`config.mk`:
```
export PLATFORM = sky130hd
export DESIGN_NAME = uart_word_tx_flat
export DESIGN_NICKNAME = d
export VERILOG_FILES = /design/src/rtl/uart_word_tx_if.sv /design/src/rtl/uart_word_tx.sv /design/src/flat_wrapper.sv
export SDC_FILE = /design/constraint.sdc
export NUM_CORES = 1
export LEC_CHECK = 0
export ABC_CLOCK_PERIOD_IN_PS = 5500
export BUFFER_PORTS_ARGS = -buffer_cell sky130_fd_sc_hd__buf_4
export CAP_MARGIN = 40
export CORE_ASPECT_RATIO = 0.75
export CORE_MARGIN = 1.5
export CORE_UTILIZATION = 49
export DETAILED_ROUTE_END_ITERATION = 16
export PLACE_DENSITY = 0.78
export SLEW_MARGIN = 30
export SYNTH_ARGS = -nofsm -noshare
export SYNTH_HDL_FRONTEND = slang
export SYNTH_SLANG_ARGS = --single-unit
```
`constraint.sdc`:
```
create_clock -name clk -period 5.5 [get_ports clk]
set_clock_uncertainty 0.1 [all_clocks]
set_input_delay 0.275 -clock clk [delete_from_list [all_inputs] [get_ports clk]]
set_output_delay 0.275 -clock clk [all_outputs]
set_load 0.01 [all_outputs]
```
`src/rtl/uart_word_tx_if.sv`:
```
// Word-level handshake and serial line bundle for uart_word_tx.
// The datapath side uses master; the transmitter uses slave.
interface uart_word_tx_if #(
  parameter int unsigned DATA_W = 64
) ();

  logic              start;
  logic [DATA_W-1:0] data_in;
  logic              tx;
  logic              busy;
  logic              done;

  modport master (
    output start,
    output data_in,
    input  tx,
    input  busy,
    input  done
  );

  modport slave (
    input  start,
    input  data_in,
    output tx,
    output busy,
    output done
  );

endinterface

```
`src/rtl/uart_word_tx.sv`:
```
// Parametrised UART word transmitter: serialises a DATA_W-bit word as DATA_W/8
// contiguous frames (start, 8 data LSB first, optional parity, 1-2 stop bits).
module uart_word_tx #(
  parameter int unsigned DATA_W         = 64,
  parameter int unsigned CLK_FREQ       = 50_000_000,
  parameter int unsigned BAUD           = 115200,
  parameter int unsigned PARITY         = 0,
  parameter int unsigned STOP_BITS      = 1,
  parameter bit          MSB_BYTE_FIRST = 1'b0
) (
  input logic           clk,
  input logic           rst_n,
  uart_word_tx_if.slave bus
);

  localparam int unsigned BAUD_DIV = CLK_FREQ / BAUD;
  localparam int unsigned NBYTES   = DATA_W / 8;
  localparam int unsigned BAUD_W   = (BAUD_DIV > 1) ? $clog2(BAUD_DIV) : 1;
  localparam int unsigned BYTE_W   = (NBYTES > 1) ? $clog2(NBYTES) : 1;

  localparam logic [BAUD_W-1:0] BAUD_LAST = BAUD_W'(BAUD_DIV - 1);
  localparam logic [BYTE_W-1:0] BYTE_LAST = BYTE_W'(NBYTES - 1);
  localparam bit                HAS_PAR   = (PARITY != 0);
  localparam bit                ODD_PAR   = (PARITY == 1);
  localparam bit                TWO_STOP  = (STOP_BITS == 2);

  if ((DATA_W < 8) || ((DATA_W % 8) != 0)) begin : gen_bad_data_w
    $error("uart_word_tx: DATA_W must be a multiple of 8 and at least 8");
  end
  if ((STOP_BITS != 1) && (STOP_BITS != 2)) begin : gen_bad_stop_bits
    $error("uart_word_tx: STOP_BITS must be 1 or 2");
  end
  if (PARITY > 2) begin : gen_bad_parity
    $error("uart_word_tx: PARITY must be 0, 1 or 2");
  end
  if (BAUD_DIV < 2) begin : gen_bad_baud_div
    $error("uart_word_tx: CLK_FREQ/BAUD must be at least 2");
  end

  typedef enum logic [2:0] {
    StIdle,
    StStart,
    StData,
    StParity,
    StStop,
    StDone
  } state_e;

  state_e            state_q, state_d;
  logic [BAUD_W-1:0] baud_q, baud_d;
  logic [2:0]        bit_q, bit_d;
  logic              stop_q, stop_d;
  logic [BYTE_W-1:0] byte_q, byte_d;
  logic [DATA_W-1:0] word_q, word_d;
  logic              tx_q, tx_d;
  logic              baud_last;
  logic [7:0]        cur_byte;

  // Byte slot for a given byte counter value, honouring the configured order.
  function automatic logic [7:0] pick_byte(logic [DATA_W-1:0] w, logic [BYTE_W-1:0] idx);
    int unsigned slot;
    logic [7:0]  b;
    slot = MSB_BYTE_FIRST ? (NBYTES - 1 - 32'(idx)) : 32'(idx);
    b    = '0;
    for (int unsigned i = 0; i < NBYTES; i++) begin
      if (slot == i) b = w[i*8 +: 8];
    end
    return b;
  endfunction

  always_comb begin
    state_d   = state_q;
    baud_d    = baud_q;
    bit_d     = bit_q;
    stop_d    = stop_q;
    byte_d    = byte_q;
    word_d    = word_q;
    baud_last = (baud_q == BAUD_LAST);

    // Every bit-holding state advances the baud counter; it wraps exactly when
    // the state is left, so each entry starts from zero.
    if ((state_q != StIdle) && (state_q != StDone)) begin
      baud_d = baud_last ? '0 : baud_q + 1'b1;
    end

    unique case (state_q)
      StIdle, StDone: begin
        state_d = StIdle;
        if (bus.start) begin
          state_d = StStart;
          word_d  = bus.data_in;
          baud_d  = '0;
          bit_d   = '0;
          stop_d  = 1'b0;
          byte_d  = '0;
        end
      end
      StStart: begin
        if (baud_last) begin
          state_d = StData;
          bit_d   = '0;
        end
      end
      StData: begin
        if (baud_last) begin
          if (bit_q == 3'd7) begin
            state_d = HAS_PAR ? StParity : StStop;
            stop_d  = 1'b0;
          end else begin
            bit_d = bit_q + 3'd1;
          end
        end
      end
      StParity: begin
        if (baud_last) begin
          state_d = StStop;
          stop_d  = 1'b0;
        end
      end
      StStop: begin
        if (baud_last) begin
          if (TWO_STOP && !stop_q) begin
            stop_d = 1'b1;
          end else if (byte_q == BYTE_LAST) begin
            state_d = StDone;
          end else begin
            byte_d  = byte_q + 1'b1;
            state_d = StStart;
          end
        end
      end
      default: state_d = StIdle;
    endcase

    // tx is registered from the next state so the pin never sees decode glitches.
    cur_byte = pick_byte(word_d, byte_d);
    unique case (state_d)
      StStart:  tx_d = 1'b0;
      StData:   tx_d = cur_byte[bit_d];
      StParity: tx_d = (^cur_byte) ^ ODD_PAR;
      default:  tx_d = 1'b1;
    endcase
  end

  always_ff @(posedge clk or posedge rst_n) begin
    if (rst_n) begin
      state_q <= StIdle;
      baud_q  <= '0;
      bit_q   <= '0;
      stop_q  <= 1'b0;
      byte_q  <= '0;
      word_q  <= '0;
      tx_q    <= 1'b1;
    end else begin
      state_q <= state_d;
      baud_q  <= baud_d;
      bit_q   <= bit_d;
      stop_q  <= stop_d;
      byte_q  <= byte_d;
      word_q  <= word_d;
      tx_q    <= tx_d;
    end
  end

  assign bus.tx   = tx_q;
  assign bus.busy = (state_q != StIdle) && (state_q != StDone);
  assign bus.done = (state_q == StDone);

endmodule

```
`src/flat_wrapper.sv`:
```
// flat-port wrapper written by rule: the top's interface ports become plain ports
module uart_word_tx_flat 
#(
  parameter int unsigned DATA_W         = 64,
  parameter int unsigned CLK_FREQ       = 50_000_000,
  parameter int unsigned BAUD           = 115200,
  parameter int unsigned PARITY         = 0,
  parameter int unsigned STOP_BITS      = 1,
  parameter bit          MSB_BYTE_FIRST = 1'b0
)
  (clk, rst_n, bus_start, bus_data_in, bus_tx, bus_busy, bus_done);
  uart_word_tx_if #(.DATA_W(DATA_W)) bus_i ();
  input logic clk;
  input logic rst_n;
  input wire logic [$bits(bus_i.start)-1:0] bus_start;
  input wire logic [$bits(bus_i.data_in)-1:0] bus_data_in;
  output wire logic [$bits(bus_i.tx)-1:0] bus_tx;
  output wire logic [$bits(bus_i.busy)-1:0] bus_busy;
  output wire logic [$bits(bus_i.done)-1:0] bus_done;
  assign bus_i.start = bus_start;
  assign bus_i.data_in = bus_data_in;
  assign bus_tx = bus_i.tx;
  assign bus_busy = bus_i.busy;
  assign bus_done = bus_i.done;
  uart_word_tx #(.DATA_W(DATA_W), .CLK_FREQ(CLK_FREQ), .BAUD(BAUD), .PARITY(PARITY), .STOP_BITS(STOP_BITS), .MSB_BYTE_FIRST(MSB_BYTE_FIRST)) u_core (.clk(clk), .rst_n(rst_n), .bus(bus_i));
endmodule
```
==> results of run 1 <==
cell families after synthesis:
logic type      after synthesis  synth area share (%)
simple gates                 88                  10.2
mux                          90                  23.0
flops                        83                  48.2
xor+xnor                     13                  3.13
compound gates               61                  9.72
buf+inv                      38                  4.64
fa+ha+maj                     4                  1.16
critical path: cells and delay by family, from the launching register on:
family	cells	cell delay, ns
xor+xnor	4	0.80
flops	1	0.56
simple gates	2	1.09
compound gates	5	1.01
buf+inv	1	0.22
how the worst max path moves through the flow:
stage                                startpoint                       to  slack (ns)  cells past startpoint
floorplan            u_core.baud_q[1]$_DFF_PP0_  u_core.bus.tx$_DFF_PP1_        2.53                     13
finish              u_core.state_q[2]$_DFF_PP0_  u_core.bus.tx$_DFF_PP1_        1.61                     12
global placement    u_core.state_q[2]$_DFF_PP0_  u_core.bus.tx$_DFF_PP1_        1.81                     12
detailed placement  u_core.state_q[2]$_DFF_PP0_  u_core.bus.tx$_DFF_PP1_        1.61                     12
CTS                 u_core.state_q[2]$_DFF_PP0_  u_core.bus.tx$_DFF_PP1_        1.59                     12
global route        u_core.state_q[2]$_DFF_PP0_  u_core.bus.tx$_DFF_PP1_        1.33                     12
per-layer routing:
layer | wire (um) | part of all wire, % | up-vias
li1 | - | - | 1459
met1 | 4140 | 45 | 1507
met2 | 4340 | 47 | 99
met3 | 572 | 6.2 | 11
met4 | 105 | 1.1 | 0
met5 | 0 | 0 | -
area by class of cell:
class / count / area, sq um
repair buffers: 72 / 544
inverters: 18 / 70.1
clock inverters: 5 / 80.1
well taps: 108 / 135
flip-flops and latches: 83 / 2080
clock buffers: 9 / 225
fillers: 684 / 3320
multi-input cells: 256 / 2040
power by group:
part / total (mW) / internal, mW / switching [mW]
combinational: 0.763 / 0.407 / 0.356
sequential: 0.931 / 0.847 / 0.0837
clock: 0.621 / 0.391 / 0.229
Yosys cell counts (2+ instances only):
library cell	n
o211ai_1	2
nand2_1	19
mux2i_1	26
o21ai_0	16
xor2_1	5
inv_1	15
and2_1	2
nor2b_1	3
inv_2	2
nand4_1	2
nor3_1	3
buf_4	5
a22o_1	2
a31oi_1	2
or3_1	7
mux2_4	3
mux2_2	61
xnor2_1	6
a211oi_1	4
dfrtp_1	82
o311a_1	3
nand2b_1	4
clkbuf_1	5
nor2_1	34
buf_2	6
buf_6	4
o21a_1	2
nand3_1	5
a21oi_1	12
ha_1	4
a21o_1	3
registers in the layout, indices dropped and copies added, names as in the netlist:
name            flops
u_core.word_q      64
u_core.baud_q       9
u_core.bit_q        3
u_core.byte_q       3
u_core.state_q      3
u_core.bus.tx       1
through the flow:
stage,cell area [sq um],hold slack (ns),utilization (%)
6_report,5170,0.0505,60.9
5_1_grt,5170,0.0868,60.9
4_1_cts,5170,0.0738,60.9
3_5_place_dp,4870,0.368,57.3
3_3_place_gp,4860,0.361,57.3
2_1_floorplan,4310,0.287,-
==> out/results.ini, run 1 <==
[clocking]
cts_hold_buf=0
cts_buffers=9
clkTransAtPathRegs_ns=0.06
insertion_delay_ns=0.34
clkSinkCount=83
ctsResizeCount=0
tritoncts=yes
cts-root-buf=clkbuf_16
ctsHtreeMaxLevel=3
post_cts_buffers=0
clk_path_buf_depth=2

[placed_design]
placed_cells=537
place_ws_ns=1.61
dp_hpwl_um=6260
port_buffers=69
gp_congestion=0.860

[floorplan]
die-area_sq_mm=0.00938
coreArea_sq_mm=0.00849
ios=70
num_rows=29
die_h_um=84.3
die_width_um=111
start_util_pct=50.8

[grt]
use_met1_pct=28.2
track_usage_pct=20.4
use_met2_pct=31.9
grt-busiest-layer=met2
gr-usage-met3_pct=5.42
grt_pass1_wl_um=15200
gr-total-overflow=0
antenna_found_initial=0
grt_max_degree=84
grt_pass1_vias=3052

[synthesis]
avgSynthCellArea_sq_um=11.4
syn_area_sq_mm=0.00431
synth.distinct_cells=59
synth-warning-count=0
ys_ff_latch=83
synthArstFlopShare_pct=100
yosys.area.top_type=dfrtp_1
netlist_instances=377
syn_nets=448
synth-seq-area-share_pct=48.2
synth_ff_type=dfrtp_1
synth_area_leaders=dfrtp_1 (48%), mux2_2 (16%), mux2i_1 (6.0%), nor2_1 (3.0%), o21ai_0 (1.9%)
synth_edf_count=0
synth_top_area_share_pct=47.6

[timing]
hold_viol=0
slew_violations=0
setup_violations=0
fin_ws_ns=1.61
rsz0062_at_grt=false
worst_pin_slew_ns=0.808
finalSetupTns_ns=0
slew-limit-headroom_pct=46.0
min_period_ns=3.89
fmax_ghz=0.257
post-route-period-util_pct=70.8

[critical_path]
crit_slowest_cell=nor2_4
crit_chain=xor2_1 > nor2_4 > o22a_1 > inv_2 > or3_1 > a31oi_1 > a311oi_1 > xnor2_1 > xnor2_2 > xnor2_1 > a21oi_1 > o21bai_1
slowest_delay_ns=0.68
cp_common_cell=xnor2_1
startpoint_type=flip-flop
path_max_fanout=28
r2r_slack_ns=1.61
required_ns=5.65
r2r-start=u_core.state_q[2]$_DFF_PP0_
worstPathArrival_ns=4.04
reg2reg_depth=12
end_kind=flip-flop
worstSetupPathType=reg -> reg
reg2reg_to=u_core.bus.tx$_DFF_PP1_

[final_layout]
final_cell_mix=dfrtp_1 (82), buf_4 (71), mux2_2 (61)
fin_nets=511
mostFrequentLayoutCell=dfrtp_1
drive_gt1_share_pct=37.0
stdcell_count=551
area_growth_syn_to_layout_pct=19.9
insertedDiodeCount=0

[drt]
drtIter0Drc=192
vias=3076
vias_per_cell=5.58
routed_wl_um=9160
wl_per_cell_um=16.6
drc=0
ant_nets=0
drt_first_pass_iters=6

[run]
drv_cap=0

[power]
p_leak_nw=2.39
ir_drop_v=0.000227
power_density_mw_per_mm2=447
power_mw=2.32

[status]
status=finished, final reports clean

[worst_hold_path]
hp-class=in -> async

Power figures use the tool's default switching activity.
==> run 2: changes to the inputs <==
Settings changed: ABC_CLOCK_PERIOD_IN_PS 5500 to 3120, PLACE_DENSITY 0.78 to 0.81.
Clock period 5.5 ns to 3.12 ns, I/O delays scaled along.
==> out/results.ini, run 2 (synthesis gave the netlist of run 1 again) <==
[drt]
dr_wl_met2_um=5770
wl_met1_um=4800
drt_first_pass_iters=6
vias=3647
vias_per_cell=5.66
ant_nets=0
drtIter0Drc=277
top_layer_used=met4
drc=0
routed_wl_um=11700
wl_met3_um=749
wl_per_cell_um=18.2

[clocking]
cts_buffers=9
clkSinkCount=83
tritoncts=yes
clkTransAtPathRegs_ns=0.06
clk_path_buf_depth=2
ctsHtreeMaxLevel=3
cts-root-buf=clkbuf_16
insertion_delay_ns=0.34

[status]
status=finished, violations left
failed_checks=hold timing, setup timing

[critical_path]
crit_family=multiplexers
path_max_fanout=15
crit_chain=nand2b_1 > nor2_4 > buf_4 > buf_12 > mux2_2 > mux2_2 > a211oi_1 > a21oi_1 > xnor3_1 > xnor2_1 > a21oi_1 > o21bai_1
path_buf_inv=2
crit_slowest_cell=dfrtp_1
end_kind=flip-flop
required_ns=3.29
slowest_delay_ns=0.43
worstSetupPathType=reg -> reg
worstPathArrival_ns=3.36
startpoint_type=flip-flop

[timing]
fmax_ghz=0.314
rsz0062_at_grt=true
slew-limit-headroom_pct=70.2
hold_viol=1
post-route-period-util_pct=102
whs_ns=-0.00314
setup_violations=1
finalSetupTns_ns=-0.0616
min_period_ns=3.18
worst_pin_slew_ns=0.447
slew_violations=0
fin_ws_ns=-0.0616

[run]
drv_cap=0

[floorplan]
coreArea_sq_mm=0.00849
die_h_um=84.3
start_util_pct=50.8
ios=70
die_width_um=111
num_rows=29
die-area_sq_mm=0.00938

[final_layout]
area_growth_syn_to_layout_pct=44.5
stdcell_count=644
largestRegisters=u_core.word_q (64), u_core.baud_q (9)
drive_gt1_share_pct=39.0
final_cell_mix=buf_4 (95), dfrtp_1 (82), mux2_2 (61), dlygate4sd3_1 (61), nor2_1 (34)
fin_nets=604
insertedDiodeCount=0
stdcell_area_sq_mm=0.00623
largest_reg_flops=64
top_register=u_core.word_q
mostFrequentLayoutCell=buf_4

[placed_design]
placed_cells=562
port_buffers=69
gp_congestion=0.832
placed_cell_area_sq_mm=0.00510
dp_hpwl_um=7200

[grt]
grt_pass1_wl_um=18100
gr-total-overflow=0
grt_pass1_vias=3687
antenna_found_initial=0
track_usage_pct=24.5
grt_max_degree=45

[power]
ir_drop_v=0.000521
p_leak_nw=2.88
power_density_mw_per_mm2=715

[worst_hold_path]
hp-class=in -> reg

-- run 2: cell count changes in the layout (fill, tap and decap cells not counted), sizes merged --
cell | before | now
buf | 72 | 102
clkinvlp | 2 | 0
bufinv | 2 | 1
dlygate4sd3 | 0 | 61
clkbuf | 9 | 13
mux2 | 64 | 65
-- run 2: what timing repair did --
action	in CTS	in global routing
endpoints found under the hold margin	103	0
hold buffers	61	0
buffers inserted	2	2
pin swaps	9	10
gates resized for setup	14	14
setup endpoints to repair	1	1
gates cloned	0	2
-- run 2: path summary, 6_finish.rpt --
check / start / endpoint / slack, ns / cells after the start
setup / recovery: u_core.state_q[1]$_DFF_PP0_ / u_core.bus.tx$_DFF_PP1_ / -0.06 / 12
hold / removal: bus_data_in[51] / u_core.word_q[51]$_DFF_PP0_ / -0.003 / 3
setup reg to reg: u_core.state_q[1]$_DFF_PP0_ / u_core.bus.tx$_DFF_PP1_ / -0.06 / 12
hold reg to reg: u_core.word_q[61]$_DFF_PP0_ / u_core.word_q[61]$_DFF_PP0_ / 0.39 / 2
max in group asynchronous: rst_n / u_core.bus.tx$_DFF_PP1_ / 2.18 / 4
min in group asynchronous: rst_n / u_core.baud_q[0]$_DFF_PP0_ / 0.21 / 3
-- run 2: per-layer routing --
| metal | track usage [%] | vias to the layer above |
|---|---|---|
| met5 | 0 | - |
| li1 | - | 1643 |
| met4 | 10.1 | 0 |
| met2 | 40.5 | 177 |
| met3 | 5.56 | 43 |
| met1 | 31.5 | 1784 |
-- run 2: layout make-up --
type / count / area [sq um]
Clock buffer: 12 / 267
Clock inverter: 2 / 35.0
Fill cell: 530 / 2260
Tap cell: 108 / 135
Multi-Input combinational cell: 257 / 2160
Sequential cell: 83 / 2080
Timing Repair Buffer: 164 / 1480
Inverter: 18 / 81.3
-- run 2: power by group --
group | leakage (nW) | internal (mW) | switching [mW]
Combinational | 1.73 | 0.943 | 0.798
Sequential | 0.999 | 1.50 | 0.152
Clock | 0.151 | 0.674 | 0.396
-- run 2: metrics by stage --
stage	worst slack [ns]	power [mW]	util (%)
after floorplan	0.154	2.68	-
after global placement	0.0526	3.02	60.1
after detailed placement	-0.0726	3.09	60.1
after CTS	0.00812	4.34	71.9
after global routing	-0.247	4.70	73.4
final	-0.0616	4.46	73.4
-- run 2: worst min-delay path, cell delays in order --
cell and delay (ns):
buf_4 0.08, mux2i_2 0.09, inv_1 0.07
==> run 3: changes to the inputs <==
Settings changed: CTS_BUF_LIST set to sky130_fd_sc_hd__clkbuf_8.
==> out/results.ini, run 3 (synthesis gave the netlist of run 1 again) <==
[status]
status=finished, violations left
failed_checks=setup timing

[drt]
vias_per_cell=5.48
wl_per_cell_um=17.0
routed_wl_um=11000
vias=3521
ant_nets=0
drtIter0Drc=307
drc=0
drt_first_pass_iters=4

[critical_path]
reg2reg_to=u_core.bus.tx$_DFF_PP1_
path_max_fanout=8
r2r-start=u_core.baud_q[1]$_DFF_PP0_
worstPathArrival_ns=3.32
end_kind=flip-flop
startpoint_type=flip-flop
worstSetupPathType=reg -> reg
crit_chain=inv_1 > ha_1 > and4bb_2 > nand4_4 > mux2_4 > mux2_4 > mux2_4 > a221oi_4 > xnor2_2 > xnor2_2 > xnor2_1 > a21oi_1 > o21bai_1
r2r_slack_ns=-0.005
required_ns=3.32
slowest_delay_ns=0.39
crit_slowest_cell=mux2_4
reg2reg_depth=13
cp_common_cell=mux2_4

[grt]
grt_max_degree=45
gr-total-overflow=0
antenna_found_initial=0
track_usage_pct=24.2
use_met2_pct=40.5
grt-busiest-layer=met2
use_met1_pct=31.2
grt_pass1_vias=3649
grt_pass1_wl_um=17900
gr-usage-met3_pct=5.92

[timing]
rsz0062_at_grt=true
hold_viol=0
whs_ns=0.0875
slew-limit-headroom_pct=70.1
min_period_ns=3.13
slew_violations=0
post-route-period-util_pct=100
fmax_ghz=0.320
worst_pin_slew_ns=0.449
setup_violations=1
fin_ws_ns=-0.00519

[floorplan]
ios=70
die_h_um=84.3
die-area_sq_mm=0.00938
start_util_pct=50.8
coreArea_sq_mm=0.00849
die_width_um=111
num_rows=29

[clocking]
cts_buffers=9
ctsHtreeMaxLevel=3
cts-root-buf=clkbuf_8
clk_path_buf_depth=2
clkSinkCount=83
tritoncts=yes
clkTransAtPathRegs_ns=0.08
insertion_delay_ns=0.36

[power]
clkPwrFrac_pct=19.3
power_frac_seq_pct=40.0
p_int_mw=2.83
p_leak_nw=2.81
power_density_mw_per_mm2=674
swShare_pct=30.7
power_frac_comb_pct=40.7
ir_drop_v=0.000483
p_sw_mw=1.25

[final_layout]
stdcell_area_sq_mm=0.00606
final_cell_mix=buf_4 (93), dfrtp_1 (82), dlygate4sd3_1 (64)
fillCellCount=561
area_growth_syn_to_layout_pct=40.6
fin_nets=603
multiInputGateArea_sq_mm=0.00211
insertedDiodeCount=0
largest_reg_flops=64
largestRegisters=u_core.word_q (64), u_core.baud_q (9)
register_area_sq_mm=0.00208
top_register=u_core.word_q
stdcell_count=643
mostFrequentLayoutCell=buf_4
drive_gt1_share_pct=37.2

[worst_hold_path]
hold_end=u_core.word_q[4]$_DFF_PP0_
hold_path_depth=4
hold_start=bus_data_in[4]
hp-class=in -> reg

[placed_design]
placed_cells=562
port_buffers=69
dp_hpwl_um=7200
gp_congestion=0.832
placed_cell_area_sq_mm=0.00510

[run]
drv_cap=0

run 3: cell count changes in the layout (fill, tap and decap cells not counted), sizes merged:
cell	change
buf	-2
dlygate4sd3	+3
clkbuf	-1
mux2	-1
run 3: worst max-delay path by stage:
stage	start	to	slack, ns	cells past startpoint
finish	u_core.baud_q[1]$_DFF_PP0_	u_core.bus.tx$_DFF_PP1_	-0.005	13
global route	u_core.baud_q[1]$_DFF_PP0_	u_core.bus.tx$_DFF_PP1_	-0.17	13
CTS	u_core.baud_q[1]$_DFF_PP0_	u_core.bus.tx$_DFF_PP1_	0.004	13
detailed placement	u_core.baud_q[1]$_DFF_PP0_	u_core.bus.tx$_DFF_PP1_	-0.07	14
floorplan	u_core.baud_q[1]$_DFF_PP0_	u_core.bus.tx$_DFF_PP1_	0.15	13
global placement	u_core.baud_q[1]$_DFF_PP0_	u_core.bus.tx$_DFF_PP1_	0.05	14
run 3: critical path: cells and delay by family (launching register included):
| family | cells | cell delay (ns) |
|---|---|---|
| flip-flops | 1 | 0.38 |
| buffers and inverters | 1 | 0.07 |
| AND/OR/NAND/NOR | 2 | 0.40 |
| XOR/XNOR | 3 | 0.45 |
| multiplexers | 3 | 0.98 |
| AO/OA/AOI/OAI | 3 | 0.54 |
| adder cells (fa/ha/maj) | 1 | 0.13 |
run 3: final cells by class:
class                   instances  area share [%]
repair buffers                164            24.1
multi-input cells             256            34.8
well taps                     108            2.23
flip-flops and latches         83            34.3
clock buffers                  12            2.72
clock inverters                 2           0.578
inverters                      18            1.30
run 3: per-layer routing:
metal / vias to the layer above / wire length (um)
met2: 141 / 5420
li1: 1633 / -
met5: - / 0
met1: 1730 / 4720
met4: 0 / 182
met3: 17 / 644
run 3: metrics by stage:
stage	total power, mW	utilization [%]	setup TNS (ns)	worst slack (ns)
3_3_place_gp	3.02	60.1	0	0.0526
5_1_grt	4.33	71.4	-0.172	-0.172
4_1_cts	4.05	71.0	0	0.00362
2_1_floorplan	2.68	-	0	0.154
6_report	4.08	71.4	-0.00519	-0.00519
3_5_place_dp	3.09	60.1	-0.0726	-0.0726
run 3: power groups by stage:
stage | Clock [mW] | Sequential (mW) | Combinational, mW
floorplan | 0 | 1.61 | 1.07
global placement | 0 | 1.62 | 1.40
detailed placement | 0 | 1.65 | 1.44
CTS | 0.809 | 1.63 | 1.61
global route | 0.852 | 1.68 | 1.80
finish | 0.790 | 1.63 | 1.66
run 3: repair_timing:
| action | in CTS | in global routing |
|---|---|---|
| hold buffers | 64 | 0 |
| hold endpoints to repair | 106 | 0 |
| resized for setup | 14 | 3 |
| buffers inserted | 2 | 0 |
| pin swaps | 9 | 0 |
| endpoints found under the setup margin | 1 | 1 |
